--- src/rtl/ahb_bridge_arbiter.sv ---
// Round-robin arbiter sharing the bridge's AHB slave port among up to four masters; grant lands one cycle after request.
// Bridge backpressure (Hreadyout=0) freezes grant, owner, tenure count and data-phase owner; muxes stay combinational.
module ahb_bridge_arbiter #(
   parameter int NUM_MASTERS = 3,
   parameter int MAX_XFERS   = 16
) (
   input  logic                      clk,
   input  logic                      rst,
   input  logic [NUM_MASTERS-1:0]    Hbusreq,
   input  logic [32*NUM_MASTERS-1:0] Haddr_m,
   input  logic [32*NUM_MASTERS-1:0] Hwdata_m,
   input  logic [2*NUM_MASTERS-1:0]  Htrans_m,
   input  logic [NUM_MASTERS-1:0]    Hwrite_m,
   input  logic                      Hreadyout,
   output logic [31:0]               Haddr,
   output logic [31:0]               Hwdata,
   output logic [1:0]                Htrans,
   output logic                      Hwrite,
   output logic                      Hreadyin,
   output logic [NUM_MASTERS-1:0]    Hgrant,
   output logic [1:0]                Hmaster
);

   localparam logic [7:0] MAX_CNT = 8'(MAX_XFERS);
   localparam logic [2:0] NM3     = 3'(NUM_MASTERS);

   typedef enum logic {S_IDLE, S_OWNED} state_t;

   typedef struct packed {
      logic [31:0] addr;
      logic [31:0] wdata;
      logic [1:0]  trans;
      logic        write;
      logic        req;
   } mst_t;

   state_t                 state;
   mst_t                   mst [4];
   logic [1:0]             last_owner;
   logic [7:0]             xfer_cnt;
   logic [7:0]             cnt_inc;
   logic [1:0]             data_master;
   logic                   data_vld;
   logic                   owned;
   logic [1:0]             owner_trans;
   logic                   owner_req;
   logic                   accepted;
   logic                   rearb;
   logic [2:0]             rr_sum;
   logic [1:0]             rr_cand;
   logic [1:0]             pick_idx;
   logic                   pick_vld;
   logic [NUM_MASTERS-1:0] pick_onehot;

   // Unpack every master into a fixed 4-entry table so 2-bit indices always fit.
   always_comb begin
      for (int i = 0; i < 4; i++) begin
         mst[i] = '0;
      end
      for (int i = 0; i < NUM_MASTERS; i++) begin
         mst[i].addr  = Haddr_m[32*i +: 32];
         mst[i].wdata = Hwdata_m[32*i +: 32];
         mst[i].trans = Htrans_m[2*i +: 2];
         mst[i].write = Hwrite_m[i];
         mst[i].req   = Hbusreq[i];
      end
   end

   assign owned       = (state == S_OWNED);
   assign owner_trans = mst[Hmaster].trans;
   assign owner_req   = mst[Hmaster].req;

   assign Htrans   = owned ? owner_trans : 2'b00;
   assign Haddr    = owned ? mst[Hmaster].addr : 32'h0;
   assign Hwrite   = owned ? mst[Hmaster].write : 1'b0;
   assign Hwdata   = data_vld ? mst[data_master].wdata : 32'h0;
   assign Hreadyin = Hreadyout;

   // Search upward from last_owner+1; while owned the current owner is skipped,
   // so pick_vld then means "some other master is requesting".
   always_comb begin
      pick_vld = 1'b0;
      pick_idx = '0;
      rr_sum   = '0;
      rr_cand  = '0;
      for (int k = 1; k <= NUM_MASTERS; k++) begin
         rr_sum = {1'b0, last_owner} + 3'(k);
         if (rr_sum >= NM3) begin
            rr_sum = rr_sum - NM3;
         end
         rr_cand = rr_sum[1:0];
         if (!pick_vld && mst[rr_cand].req && !(owned && rr_cand == Hmaster)) begin
            pick_vld = 1'b1;
            pick_idx = rr_cand;
         end
      end
   end

   always_comb begin
      for (int i = 0; i < NUM_MASTERS; i++) begin
         pick_onehot[i] = (pick_idx == 2'(i));
      end
   end

   // The beat on the bus at the limit edge counts, so a tenure never exceeds MAX_XFERS beats.
   assign accepted = Hreadyout && Htrans[1];
   assign cnt_inc  = (accepted && xfer_cnt != MAX_CNT) ? xfer_cnt + 8'd1 : xfer_cnt;
   assign rearb    = owned && Hreadyout &&
                     (owner_trans == 2'b00 || !owner_req || (cnt_inc == MAX_CNT && pick_vld));

   always_ff @(posedge clk or negedge rst) begin
      if (!rst) begin
         state       <= S_IDLE;
         Hgrant      <= '0;
         Hmaster     <= '0;
         last_owner  <= 2'(NUM_MASTERS - 1);
         xfer_cnt    <= '0;
         data_master <= '0;
         data_vld    <= 1'b0;
      end else if (Hreadyout) begin
         data_master <= Hmaster;
         data_vld    <= Htrans[1];
         case (state)
            S_IDLE: begin
               if (pick_vld) begin
                  state      <= S_OWNED;
                  Hgrant     <= pick_onehot;
                  Hmaster    <= pick_idx;
                  last_owner <= pick_idx;
                  xfer_cnt   <= '0;
               end
            end
            S_OWNED: begin
               if (rearb) begin
                  xfer_cnt <= '0;
                  if (pick_vld) begin
                     Hgrant     <= pick_onehot;
                     Hmaster    <= pick_idx;
                     last_owner <= pick_idx;
                  end else if (!owner_req) begin
                     state  <= S_IDLE;
                     Hgrant <= '0;
                  end
               end else begin
                  xfer_cnt <= cnt_inc;
               end
            end
            default: begin
               state  <= S_IDLE;
               Hgrant <= '0;
            end
         endcase
      end
   end

endmodule

--- config.mk ---
export PLATFORM = sky130hd
export DESIGN_NAME = ahb_bridge_arbiter
export DESIGN_NICKNAME = d
export VERILOG_FILES = /design/src/rtl/ahb_bridge_arbiter.sv
export SDC_FILE = /design/constraint.sdc
export NUM_CORES = 1
export LEC_CHECK = 0
export BUFFER_PORTS_ARGS = -buffer_cell sky130_fd_sc_hd__buf_4
export CAP_MARGIN = 10
export CELL_PAD_IN_SITES_DETAIL_PLACEMENT = 0
export CELL_PAD_IN_SITES_GLOBAL_PLACEMENT = 2
export CORE_ASPECT_RATIO = 0.5
export CORE_MARGIN = 3
export CORE_UTILIZATION = 16
export DETAILED_ROUTE_END_ITERATION = 12
export MAX_ROUTING_LAYER = met4
export PLACE_DENSITY_LB_ADDON = 0.3
export SLEW_MARGIN = 15
export SYNTH_ARGS = -nofsm -noshare
export SYNTH_HDL_FRONTEND = slang
export SYNTH_SLANG_ARGS = --single-unit
--- constraint.sdc ---
create_clock -name clk -period 3.1 [get_ports clk]
set_input_delay 0.155 -clock clk [delete_from_list [all_inputs] [get_ports clk]]
set_output_delay 0.155 -clock clk [all_outputs]
set_load 0.01 [all_outputs]
* After elaboration in Yosys (flattened, before gate mapping)
Index checks and enable logic that the tools add are counted.
W data, S select, Z words.
** Word-level totals
- Bits in registers :: 19
- Input port bits :: 207
- Output and inout bits :: 73
- Word-level logic and storage cells :: 112
** Operators by class
- $add $sub $neg :: 7
- Order comparisons :: 8
- Equal/unequal tests :: 10
- Multiplexer cells :: 48
- Bitwise gates (word level) :: 6
- Reductions and logical operators :: 26
** Operators by type and width (number)
- $bmux W68 S2 :: 5
- $mux W68 :: 2
- $mux W36 :: 2
- $mux W32 :: 2
- $mux W8 :: 3
- $mux W2 :: 11
- $pmux W8 S2 :: 1
- $ge A3 B3 Y1 const B :: 5
- $not A2 Y3 :: 5
- $mux W1 :: 14
- $logic_and A1 B1 Y1 :: 13
- $mux W3 :: 4
- $ge A3 B2 Y1 const B :: 3
- $add A8 B1 Y8 const B :: 1
- $eq A8 B5 Y1 const B :: 1
- $ne A8 B5 Y1 const B :: 1
- $pmux W2 S2 :: 2
- $add A2 B2 Y3 const B :: 2
- $eq A2 B2 Y1 :: 3
- $logic_not A1 Y1 :: 6
- $pmux W3 S2 :: 1
- $sub A2 B2 Y2 const B :: 3
- $logic_not A2 Y1 :: 2
- $reduce_and A2 Y1 :: 2
- other kinds (10) :: 11

* Logic depth before layout (Yosys ltp)
Gate-level depths: netlist of run 1.
- Depth in word-level cells :: 22
- Depth in mapped cells :: 12
- Gate-level depth less buffers :: 9

* Worst setup path before layout of run 1
No wires, ideal clock.
- Path kind :: flip-flop to flip-flop
- Start point :: reg last_owner[0]
- End point :: reg Hgrant[2]
- Library setup time :: 0.125 ns
- Arrival :: 3.010 ns
- Data required time :: 2.975 ns
- Slack :: -0.036 ns
- Cell stages (with the launch flop) :: 13
- Path buffers :: 3
- Period minus slack after synthesis :: 3.136 ns
- Cell sequence :: dfrtp_1 buf_4 clkbuf_1 inv_1 ha_1 buf_2 nand2b_1 a221oi_1 a211oi_1 nand3_1 nand4_2 a311o_1 mux2_4
** Between the ends
- Cells in the longest elaborated chain, start to end :: 22
- Elaborated cells between the ends (all ways) :: 58
- Those cells by class :: add/sub (6); order compare (3); eq/ne (7); mux (22); bitwise (3); reduce/logical (17)
** Ends and longest elaborated chain
- start, declared :: line 39 : logic [1:0] last_owner;
- start signal, assigned :: line 116 : last_owner <= 2'(NUM_MASTERS - 1);
- start signal, assigned :: line 129 : last_owner <= pick_idx;
- start signal, assigned :: line 139 : last_owner <= pick_idx;
- parallel branches: the longest is 22 deep, another holds $add A2 B1 Y3
- end signal, assigned :: line 127 : Hgrant <= pick_onehot;
- end signal, assigned :: line 137 : Hgrant <= pick_onehot;
- end, declared :: line 20 : output logic [NUM_MASTERS-1:0] Hgrant,
Parallel ways; which one is timed is not known. The select of a mux whose other input is x is not followed.
A chain may end at the register's enable or synchronous reset.

* Worst setup path after layout of run 1
- Start point :: reg last_owner[1]
- End point :: reg Hgrant[2]
Same word-level chain as after synthesis.

==> results list, run 1 <==
- The run finished with clean final reports.
- The path class of the tightest hold or removal check is primary input to flop.
- Number of remaining DRC errors: 0
- Share of layout cells above drive strength 1: 44.4%
- Largest net degree at the start of global routing: 36
- Clock share of power: 7.9%
- The area growth from synthesis to layout is 79.2%.
- In this run the critical register-to-register path is launched from last_owner[1]$_DFFE_PN1P_.
* Logic gate share of total power: 79.9%
- Endpoint of the worst register-to-register path: Hgrant[2]$_DFFE_PN0P_
* Placer congestion estimate: a little under 0.8
- Sort of element at the start of the critical path: flop
- Internal power comes to 1.94 mW.
- Total net switching power: 1.68 mW
- Via Count: 4,019
- Post-synthesis register bit count: 18
* End point of the most critical hold path: owned$_DFFE_PN0P_
- Final design area excluding fillers: approximately 5600 µm²
* Mean Syn Cell Area: 7.02 µm²
- Mapped Nets: 655
* Data arrival time of the critical path: 3060 ps
* Worst-skew pair later-pin latency: 250 ps
- The analysis attributes to cell leakage a power of 2.62 nW.
- Instance area after placement: between 5000 and 6000 µm²
- The synthesized netlist contains 52 unique library cells.
* Worst-case reg-to-reg path depth: 9
- Netlist area before placement: about 3100 µm²
- Clock-pin slew on the worst setup and hold paths: 50 ps
- Commonest non-fill, non-tap cells in the layout: sky130_fd_sc_hd__buf_4, sky130_fd_sc_hd__nand2_1, sky130_fd_sc_hd__o21ai_0, sky130_fd_sc_hd__mux2i_1, sky130_fd_sc_hd__and2_1
- CP Max Fanout: 10
* Vias in the first global route: 3,999
* Final critical-path required period: 2930 ps
- Sum of internal, switching and leakage power: around 3.6 mW
- Number of antenna violations at the first check in global routing: 0
- Setup slack on the worst reg-to-reg path comes out at 170 ps.
- Router iterations before antenna repair: 4
- Max Cap Violations: 0
* Data required time at the worst endpoint: 3230 ps
* Setup Slack @ Placement: 176 ps
- Synth warn: 0
* Seq/Total Area, Yosys: 14.5%
- Detailed placement ended at an HPWL of 11,500 µm.
- Final routed wire length divided by cell count: 14.8 µm
- For this run, the leading register cell type out of synthesis is sky130_fd_sc_hd__dfrtp_1.
- Final worst-path cycle share: 94.6%
* Worst-case headroom to the max-slew limit: between 30% and 40%
- Flop pwr share: 12.2%
- The die covers 21,200 µm².
- At the pin with the least slew margin, the transition time is 935 ps.
- The root buffer cell chosen for the clock tree is sky130_fd_sc_hd__clkbuf_16.
- TritonCTS Buffers: 3
- Total global routing overflow: 0
- The slowest stage of the critical path belongs to the cell sky130_fd_sc_hd__dfstp_2.
- VDD sags by at most approximately 0.00025 V.
* Number of buffer cells added on primary ports: 279
* H-Tree Level Count: 1
- Power density cells: 650 nW/µm²
* CTS tree: yes
- Final worst-path setup slack: 167 ps
- The initial utilization of the core area, before any placement, comes to 16.6%.
- Setup repair after global routing left no endpoint under its margin.
* Fill cells: 2,071
* Initial DRC count: 144
* Number of standard cells in the final layout excluding fillers: 961
- Multi-input logic area: approximately 2500 µm²
- The net count of the finished layout is 915.
- Wires add up to 14,300 µm.
- Worst hold path depth: 3
- Remaining antenna violation count: 0
* Number of placed instances, taps included: 956
- Ordered list of cells on the worst path: inv_1 -> ha_1 -> nand2b_1 -> a221oi_1 -> a211oi_1 -> nand3_1 -> nand4_2 -> a311o_1 -> mux2_4
- Highest achievable clock rate: 341 MHz
- Clock sinks: 18
* Switching part of the total: 46.4%
* Global-route wire length before repair: 21,300 µm
- Critical path capture point type: flop
- Across the whole layout, storage elements account for 454 µm².
- On the final layout, the worst clock skew is 4.22 ps.
- Maximum clock path buffer count: 2
* Crit path kind: flop to flop
- Proportion of register bits with asynchronous set or reset after synthesis: 100%
* Core Rows: 35
- The cell count after synthesis came out at between 400 and 500.
- Mean number of vias per cell: 4.18
- The floorplan step set the die height to approximately 100 µm.
- The number of hold violations in the final report came to 0.
- Total I/O pin count: 280
- Cells fill roughly 30% of the core in the end.
* Die span in x: 203 µm
- EDFF count, synth: 0
- Total of endpoints with negative setup slack in the final report: 0
* Setup TNS: 0 ps
* Tot GR Track Use: 12.6%
- After floorplanning, the core was sized to cover about 19,000 µm².
- Leaving out fill and tap cells, the most frequent cell in the layout is sky130_fd_sc_hd__buf_4.
- Final-layout worst hold slack: 235 ps
- The repair_antennas step left the layout with diodes totalling 0.
- Hold wc startpoint: Hreadyout
- After clock tree synthesis, the setup repair step added 0 buffers.
- Largest stage delay on the critical path: 520 ps
- Final slew viol count: 0
## state kept, by name, summed over array words and instances, names as in the netlist
signal and cells:
last_owner 2, Hmaster 1, xfer_cnt 8, data_vld 1
data_master 2, Hgrant 3, owned 1
## how the worst max path moves through the flow
stage                                    startpoint               endpoint  slack, ps  depth (start not counted)
after global placement    last_owner[1]$_DFFE_PN1P_  Hgrant[2]$_DFFE_PN0P_        190                          9
after detailed placement  last_owner[1]$_DFFE_PN1P_  Hgrant[2]$_DFFE_PN0P_        180                          9
final                     last_owner[1]$_DFFE_PN1P_  Hgrant[2]$_DFFE_PN0P_        170                          9
after global routing      last_owner[1]$_DFFE_PN1P_  Hgrant[2]$_DFFE_PN0P_         60                          9
after CTS                 last_owner[1]$_DFFE_PN1P_  Hgrant[2]$_DFFE_PN0P_        170                          9
after floorplan           last_owner[0]$_DFFE_PN0P_  Hgrant[2]$_DFFE_PN0P_        160                         12
## layout make-up
cell class | count | area share, %
repair buffers | 292 | 39.4
multi-input cells | 379 | 44.4
flip-flops and latches | 18 | 8.15
clock buffers | 4 | 1.59
well taps | 259 | 5.82
inverters | 9 | 0.606
## cell families (layout without fill, tap and decap cells)
logic type / count (synthesis) / after routing / share of synthesized area (%)
compound gates: 104 / 104 / 19.7
xor+xnor: 9 / 9 / 2.54
fa+ha+maj: 5 / 5 / 2.01
buf+inv: 46 / 305 / 6.00
flops: 18 / 18 / 14.5
mux: 76 / 76 / 24.8
simple gates: 185 / 185 / 30.4
## critical path: cells and delay by family (launching register included)
| family | cells | cell delay [ps] |
|---|---|---|
| compound gates | 3 | 890 |
| fa+ha+maj | 1 | 420 |
| buf+inv | 1 | 60 |
| flops | 1 | 520 |
| mux | 1 | 320 |
| simple gates | 3 | 590 |
## per-layer routing
metal	track usage, %	routed length [µm]	up-vias	share of wire, %
met5	-	0	-	0
met4	1.96	176	0	1.2
met3	1.40	775	12	5.4
met2	22.7	7210	145	51
met1	15.5	6100	1815	43
li1	-	-	2047	-
## cells in the mapped netlist (all sizes together), types with 5 or more instances
cell type | instances | area, µm²
and2 | 69 | 432
buf | 12 | 58.8
clkbuf | 25 | 93.8
dfrtp | 17 | 425
ha | 5 | 62.6
inv | 9 | 33.8
mux2 | 5 | 60.1
mux2i | 71 | 711
nand2 | 84 | 315
nand3 | 7 | 35.0
nor2 | 6 | 22.5
o21ai | 75 | 383
xnor2 | 6 | 52.6
## repair_timing
item	CTS	global route
hold buffers	1	0
hold endpoints to repair	17	0
resized for setup	0	0
endpoints found under the setup margin	0	0
## power groups by stage
stage | Combinational [mW] | Sequential [mW] | Clock (mW)
after floorplan | 1.78 | 0.341 | 0
after global placement | 2.97 | 0.450 | 0
after detailed placement | 2.95 | 0.452 | 0
after CTS | 2.96 | 0.448 | 0.293
after global routing | 3.18 | 0.461 | 0.305
final | 2.89 | 0.441 | 0.287
(Power assumes the default switching activity.)
==> run 2: changes to the inputs <==
REMOVE_ABC_BUFFERS = 1   (was not set)
==> run 2 against run 1 <==
  * Core utilization increased by 0.093 points
  * Cell count decreased by 0.10%
  * Clock power about the same
  * Sequential power increased by 2%
  * Clock skew decreased by 2.6 ps
  * Flip-flop and latch count unchanged
==> results list, run 2 (synthesis gave the netlist of run 1 again) <==
- Result of the run: finished, final reports clean
- Worst-case reg-to-reg path depth: 9 (unchanged)
- Data arrival time of the critical path: 3020 ps (-40 ps)
- The sum of negative setup slack came to 0 ps (unchanged).
* Post-CTS setup buffer count: 0 (unchanged)
* Vias in the first global route: 4,084 (+2.1%)
* Worst setup slack for register-to-register paths: 220 ps (+50 ps)
- The power density over cell area came to 657 nW/µm² (+1.0%).
- Final routed wire length divided by cell count: 16.0 µm (+8.1%)
* Hold crit path type: primary input to flop
- The total clock sinks was 18 (unchanged).
* CP Max Fanout: 10 (unchanged)
- Wire length after detailed routing: 15,400 µm (+8.0%)
- Setup repair after global routing left no endpoint under its margin.
- Initial DRC count: 154 (+6.9%)
* Sort of element at the start of the critical path: flop
- Via Count: 4,019 (unchanged)
- Gates resized, CTS repair: 0 (unchanged)
- The worst supply voltage drop on vdd was 0.000251 V (+0.91%).
- Commonest non-fill, non-tap cells in the layout: sky130_fd_sc_hd__buf_4, sky130_fd_sc_hd__nand2_1, sky130_fd_sc_hd__o21ai_0, sky130_fd_sc_hd__mux2i_1, sky130_fd_sc_hd__and2_1
- Full die area: 21,200 µm² (unchanged)
* Final worst-path cycle share: 93.0% (-1.6 points)
- The register with the most flip-flops in the final layout is xfer_cnt.
- Worst-skew pair later-pin latency: 250 ps (about the same)
* Maximum clock path buffer count: 2 (unchanged)
- Commonest non-fill, non-tap cell in the layout: sky130_fd_sc_hd__buf_4
- Effective utilization at floorplan: 16.6% (unchanged)
- The count of maximum capacitance violations is 0 (unchanged).
- The global-route wire length before repair came to 23,200 µm (+8.8%).
- Clock-pin slew on the worst setup and hold paths: 50 ps (about the same)
* Reg2reg start: last_owner[1]$_DFFE_PN1P_
- Placer congestion estimate: 0.806 (+3.3%)
- Share of layout cells above drive strength 1: 44.4% (-0.079 points)
- The post-placement cell count came to 955 (-0.10%).
- The maximum number of pins on one net before global-route repair is 46 (+28%).
- The I/O pin count was 280 (unchanged).
- Crit path kind: flop to flop
* Max reg flops: 8 (unchanged)
- TritonCTS built the clock tree.
- The path with the worst hold slack has its endpoint at owned$_DFFE_PN0P_.
* Router iterations before antenna repair: 4 (unchanged)
- The detailed placer's ending HPWL came to 12,300 µm (+7.0%).
- The register area came to 454 µm² (unchanged).
- Worst hold path depth: 3 (unchanged)
- The transition time of the tightest slew-check pin came to 975 ps (+40.6 ps).
* Total global routing overflow: 0 (unchanged)
- The antenna diode count was 0 (unchanged).
- The max-slew violation total from the final report came to 0 (unchanged).
* Worst Clk Skew: 1.59 ps (-2.63 ps)
- The number of hold violations in the final report is 0 (unchanged).
* Number of standard cells in the final layout excluding fillers: 960 (-0.10%)
* Worst-case headroom to the max-slew limit: 35.0% (-2.7 points)
* Data required time at the worst endpoint: 3240 ps (about the same)
* Mean number of vias per cell: 4.19 (+0.10%)
* Number of antenna violations at the first check in global routing: 0 (unchanged)
- The net count of the finished layout was 914 (-0.11%).
* Critical path capture point type: flop
- The number of filler cells placed in the layout was 2,059 (-0.58%).
- Final critical-path required period: 2880 ps (-49.8 ps)
* Remaining antenna violation count: 0 (unchanged)
- TritonCTS Buffers: 3 (unchanged)
* Biggest regs: xfer_cnt: 8 flops, Hgrant: 3 flops
* Endpoint of the worst register-to-register path: Hgrant[2]$_DFFE_PN0P_
- The number of DRC violations after detailed routing came to 0 (unchanged).
* Buffer cell driving the clock tree root: sky130_fd_sc_hd__clkbuf_16
* Core Rows: 35 (unchanged)
* Height of the die: 105 µm (unchanged)
- The total routing resource utilization after global routing is 13.9% (+1.4 points).
- The highest clock rate was 347 MHz (+1.7%).
- Multi-input logic area: 2470 µm² (unchanged)
- Hold wc startpoint: Hreadyout
- The leakage power total was 2.62 nW (about the same).
* H-Tree Level Count: 1 (unchanged)
* Core outline area: 18,700 µm² (unchanged)
- The count of endpoints failing setup in the final report is 0 (unchanged).
* Layout Area Growth over Synthesis: 79.8%
- Die span in x: 203 µm (unchanged)
* Number of buffer cells added on primary ports: 279 (unchanged)
==> run 2: worst max-delay path by stage <==
stage / to / from / cells after the start / slack, ps
after floorplan: Hgrant[2]$_DFFE_PN0P_ / last_owner[0]$_DFFE_PN0P_ / 9 / -870
after global placement: Hgrant[2]$_DFFE_PN0P_ / last_owner[1]$_DFFE_PN1P_ / 9 / 220
after detailed placement: Hgrant[2]$_DFFE_PN0P_ / last_owner[1]$_DFFE_PN1P_ / 9 / 230
after CTS: Hgrant[2]$_DFFE_PN0P_ / last_owner[1]$_DFFE_PN1P_ / 9 / 220
after global routing: Hgrant[2]$_DFFE_PN0P_ / last_owner[1]$_DFFE_PN1P_ / 9 / 60
final: Hgrant[2]$_DFFE_PN0P_ / last_owner[1]$_DFFE_PN1P_ / 9 / 220
==> run 2: layout make-up <==
| class | instances | share of cell area, % |
|---|---|---|
| clock buffer | 4 | 1.59 |
| sequential | 18 | 8.13 |
| timing repair buffer | 291 | 39.6 |
| inverter | 9 | 0.605 |
| multi-input combinational | 379 | 44.3 |
| tap | 259 | 5.80 |
==> run 2: report_power, final <==
part | switching (mW) | total [mW] | internal [mW]
clock | 0.0919 | 0.288 | 0.197
combinational | 1.46 | 2.93 | 1.47
sequential | 0.154 | 0.451 | 0.297
==> run 2: timing repair <==
action / CTS / global route
endpoints found under the setup margin: 0 / 0
hold buffers: 1 / 0
endpoints found under the hold margin: 17 / 0
==> run 2: metrics by stage <==
| stage | cell area, µm² | hold slack (ps) | util, % | total power [mW] | setup WS, ps |
|---|---|---|---|---|---|
| after global placement | 5490 | 46.4 | 29.3 | 3.45 | 217 |
| after floorplan | 2960 | -141 | - | 2.04 | -869 |
| after detailed placement | 5490 | 50.7 | 29.3 | 3.44 | 231 |
| after CTS | 5590 | 214 | 29.8 | 3.74 | 216 |
| after global routing | 5590 | 239 | 29.8 | 4.01 | 55.2 |
| final | 5590 | 216 | 29.8 | 3.67 | 217 |
==> run 2: worst max-delay path, stage by stage (launching register included) <==
cell and delay [ps]:
sky130_fd_sc_hd__dfstp_2 530, sky130_fd_sc_hd__inv_1 60, sky130_fd_sc_hd__ha_1 420, sky130_fd_sc_hd__nand2b_1 200, sky130_fd_sc_hd__a221oi_1 290, sky130_fd_sc_hd__a211oi_1 80
sky130_fd_sc_hd__nand3_1 190, sky130_fd_sc_hd__nand4_2 190, sky130_fd_sc_hd__a311o_1 480, sky130_fd_sc_hd__mux2_4 320
==> run 2: routing by layer <==
metal | vias up | track usage, % | share of wire, %
li1 | 2047 | - | -
met1 | 1826 | 16.4 | 41
met2 | 137 | 26.2 | 53
met3 | 9 | 1.84 | 5.8
met4 | 0 | 1.57 | 0.79
met5 | - | - | 0
==> run 3: changes to the inputs <==
clock period = 2.32 ns   (was 3.1 ns; I/O delays follow)
==> run 3 against run 2 <==
  * The flow now finishes with violations (setup timing)
  * Sequential share of layout area shrank 0.60 points
  * Non-clock buffer count increased by 43
  * Core utilization is 2.4 points higher
  * Worst setup slack got worse by 330 ps
  * Largest power group unchanged
==> results list, run 3 (synthesis gave the netlist of run 1 again) <==
* Result of the run: finished with violations
- Violations in the final reports: setup timing
* Worst hold path depth: 4 (+1)
- TritonCTS Buffers: 3 (unchanged)
- Power density cells: 907 nW/µm² (+38%)
* Data required time at the worst endpoint: 2450 ps (-790 ps)
- The via count came to 4,182 (+4.1%).
- Worst-skew pair later-pin latency: 250 ps (about the same)
- Layout Area Growth over Synthesis: 94.0%
- The wire length per cell after detailed routing came to 16.0 µm (-0.36%).
- The path with the worst hold slack has its endpoint at owned$_DFFE_PN0P_.
* Router iterations before antenna repair: 4 (unchanged)
- The total area of multi-input combinational cells is 2590 µm² (+4.7%).
- Full die area: 21,200 µm² (unchanged)
- The worst setup path is launched from a flop.
- Final worst-path cycle share: 105% (+12 points)
- The violation count after the first detailed-route iteration was 179 (+16%).
* Fill cells: 2,084 (+1.2%)
* Wire length after detailed routing: 16,000 µm (+4.1%)
- The die span in y came to 105 µm (unchanged).
- The total clock sinks was 18 (unchanged).
* CP Max Fanout: 4 (-6)
* Total of endpoints with negative setup slack in the final report: 4 (+4)
* Final slew viol count: 0 (unchanged)
- The total power was 5.47 mW (+49%).
* Slowest stage cell, crit path: sky130_fd_sc_hd__or4b_4
- The worst supply voltage drop on vdd was 0.000298 V (+19%).
- Commonest non-fill, non-tap cells in the layout: sky130_fd_sc_hd__buf_4, sky130_fd_sc_hd__nand2_1, sky130_fd_sc_hd__mux2i_1, sky130_fd_sc_hd__o21ai_0, sky130_fd_sc_hd__and2_1
- STA classifies the critical path endpoint as a flop.
- Setup repair after global routing could not meet its margin everywhere.
* CTS tree: yes
- Flip-flop and latch area: 454 µm² (unchanged)
* Number of hold violations in the final report: 0 (unchanged)
- The site row count was 35 (unchanged).
* LEAKAGE: 2.85 nW (+8.7%)
- The worst hold path begins at Hreadyout.
- The maximum number of pins on one net before global-route repair came to 34 (-26%).
* Crit path kind: flop to flop
- Register with the most flip-flops: xfer_cnt
- Number of antenna violations at the first check in global routing: 0 (unchanged)
* HPWL reported at the end of detailed placement: 13,100 µm (+6.1%)
- The initial core utilization was 16.6% (unchanged).
- Hold crit path type: primary input to flop
* Largest stage delay on the critical path: 480 ps (-50 ps)
* Highest achievable clock rate: 412 MHz (+19%)
* Ordered list of cells on the worst path: inv_2 -> ha_4 -> or4b_4 -> o21ai_4 -> o211ai_1 -> o31ai_4 -> nand4_4 -> a311o_1 -> mux2_4
* Utilization after layout: 32.2% (+2.4 points)
- The clock input transition at the sequential cells of the worst setup and hold paths is 60 ps (about the same).
* Endpoint of the worst register-to-register path: Hgrant[2]$_DFFE_PN0P_
* Worst-case reg-to-reg path depth: 9 (unchanged)
- The weighted congestion at the end of routability-driven global placement is 0.810 (+0.58%).
- The global-route congestion overflow total was 0 (unchanged).
- Net count of the finished layout: 957 (+4.7%)
* Max Cap Violations: 0 (unchanged)
- The transition time of the tightest slew-check pin is 531 ps (-444 ps).
- The total routing resource utilization after global routing was 14.4% (+0.44 points).
- The CTS H-tree depth was 1 (unchanged).
- The largest registers in the layout are xfer_cnt: 8 flops, Hgrant: 3 flops.
- Commonest non-fill, non-tap cell in the layout: sky130_fd_sc_hd__buf_4
- The I/O pin count came to 280 (unchanged).
* Core outline area: 18,700 µm² (unchanged)
* Final worst-path setup slack: -110 ps (-327 ps)
* Maximum clock path buffer count: 2 (unchanged)
- N_diodes: 0 (unchanged)
* Reg2reg start: xfer_cnt[0]$_DFFE_PN0P_
* Worst Clk Skew: 3.32 ps (+1.73 ps)
- The worst slew slack as a fraction of its limit is 64.6% (+30 points).
- Global-route wire length before repair: 24,000 µm (+3.2%)
- Mean number of vias per cell: 4.17 (-0.41%)
- The arrival time at the worst endpoint is 2560 ps (-460 ps).
- The share of final-layout standard cells stronger than drive strength 1 came to 49.6% (+5.2 points).
- The via count of the first global-routing pass was 4,212 (+3.1%).
- Clock tree synthesis selected as its root buffer the cell sky130_fd_sc_hd__clkbuf_16.
- Remaining antenna violation count: 0 (unchanged)
- Worst setup slack for register-to-register paths: -110 ps (-330 ps)
- Max reg flops: 8 (unchanged)
- The minimum clock period after layout is 2430 ps (-453 ps).
- Die span in x: 203 µm (unchanged)
* Number of remaining DRC errors: 0 (unchanged)
- Number of buffer cells added on primary ports: 279 (unchanged)
-- run 3: changes by cell type in the layout (fill, tap and decap cells not counted), sizes merged --
cell,change
buf,+43
-- run 3: worst max-delay path by stage --
stage	start	endpoint	slack, ps	cells after the start
2_1_floorplan	last_owner[0]$_DFFE_PN0P_	Hgrant[2]$_DFFE_PN0P_	-1650	9
3_3_place_gp	last_owner[1]$_DFFE_PN1P_	Hgrant[2]$_DFFE_PN0P_	-340	9
3_5_place_dp	last_owner[1]$_DFFE_PN1P_	Hgrant[2]$_DFFE_PN0P_	-370	9
4_1_cts	last_owner[1]$_DFFE_PN1P_	Hgrant[2]$_DFFE_PN0P_	-80	10
5_1_grt	last_owner[1]$_DFFE_PN1P_	Hgrant[2]$_DFFE_PN0P_	-220	10
6_report	xfer_cnt[0]$_DFFE_PN0P_	Hgrant[2]$_DFFE_PN0P_	-110	9
-- run 3: layout make-up --
| class | count | area share, % |
|---|---|---|
| Timing Repair Buffer | 334 | 42.1 |
| Sequential cell | 18 | 7.53 |
| Clock buffer | 4 | 1.47 |
| Multi-Input combinational cell | 379 | 43.0 |
| Inverter | 9 | 0.560 |
| Tap cell | 259 | 5.37 |
-- run 3: power by group --
part	total [mW]	internal (mW)	switching, mW
clock network	0.382	0.262	0.120
logic	4.55	2.35	2.20
registers	0.534	0.398	0.137
total	5.47	3.01	2.46
-- run 3: worst max-delay path, delay by kind of cell, from the launching register on --
kind	cells	cell delay (ps)
fa+ha+maj	1	130
mux	1	310
compound gates	4	800
flops	1	380
buf+inv	1	80
simple gates	2	610
-- run 3: per-stage QoR --
step	hold WS [ps]	instances	cell area (µm²)	setup WS, ps	setup TNS, ps
floorplan	-180	406	2960	-1650	-52920
finish	292	1003	6030	-110	-175
global route	315	1003	6030	-218	-1620
global placement	11.2	996	5780	-345	-2330
detailed placement	13.9	996	5780	-371	-2780
CTS	282	1001	5920	-81.4	-210
-- run 3: repair_timing --
| action | 4_1_cts | 5_1_grt |
|---|---|---|
| hold endpoints to repair | 17 | 0 |
| resized for setup | 7 | 20 |
| endpoints found under the setup margin | 14 | 39 |
| pin swaps | 5 | 8 |
| buffers inserted | 0 | 2 |
| hold buffers | 1 | 0 |
-- run 3: layer usage --
layer  GRT usage [%]  vias to the layer above  wire (µm)
met4           0.736                        0         42
met2            27.9                      123       8540
met1            16.3                     1926       6530
li1                -                     2129          -
met3            2.37                        4        919
met5               -                        -          0
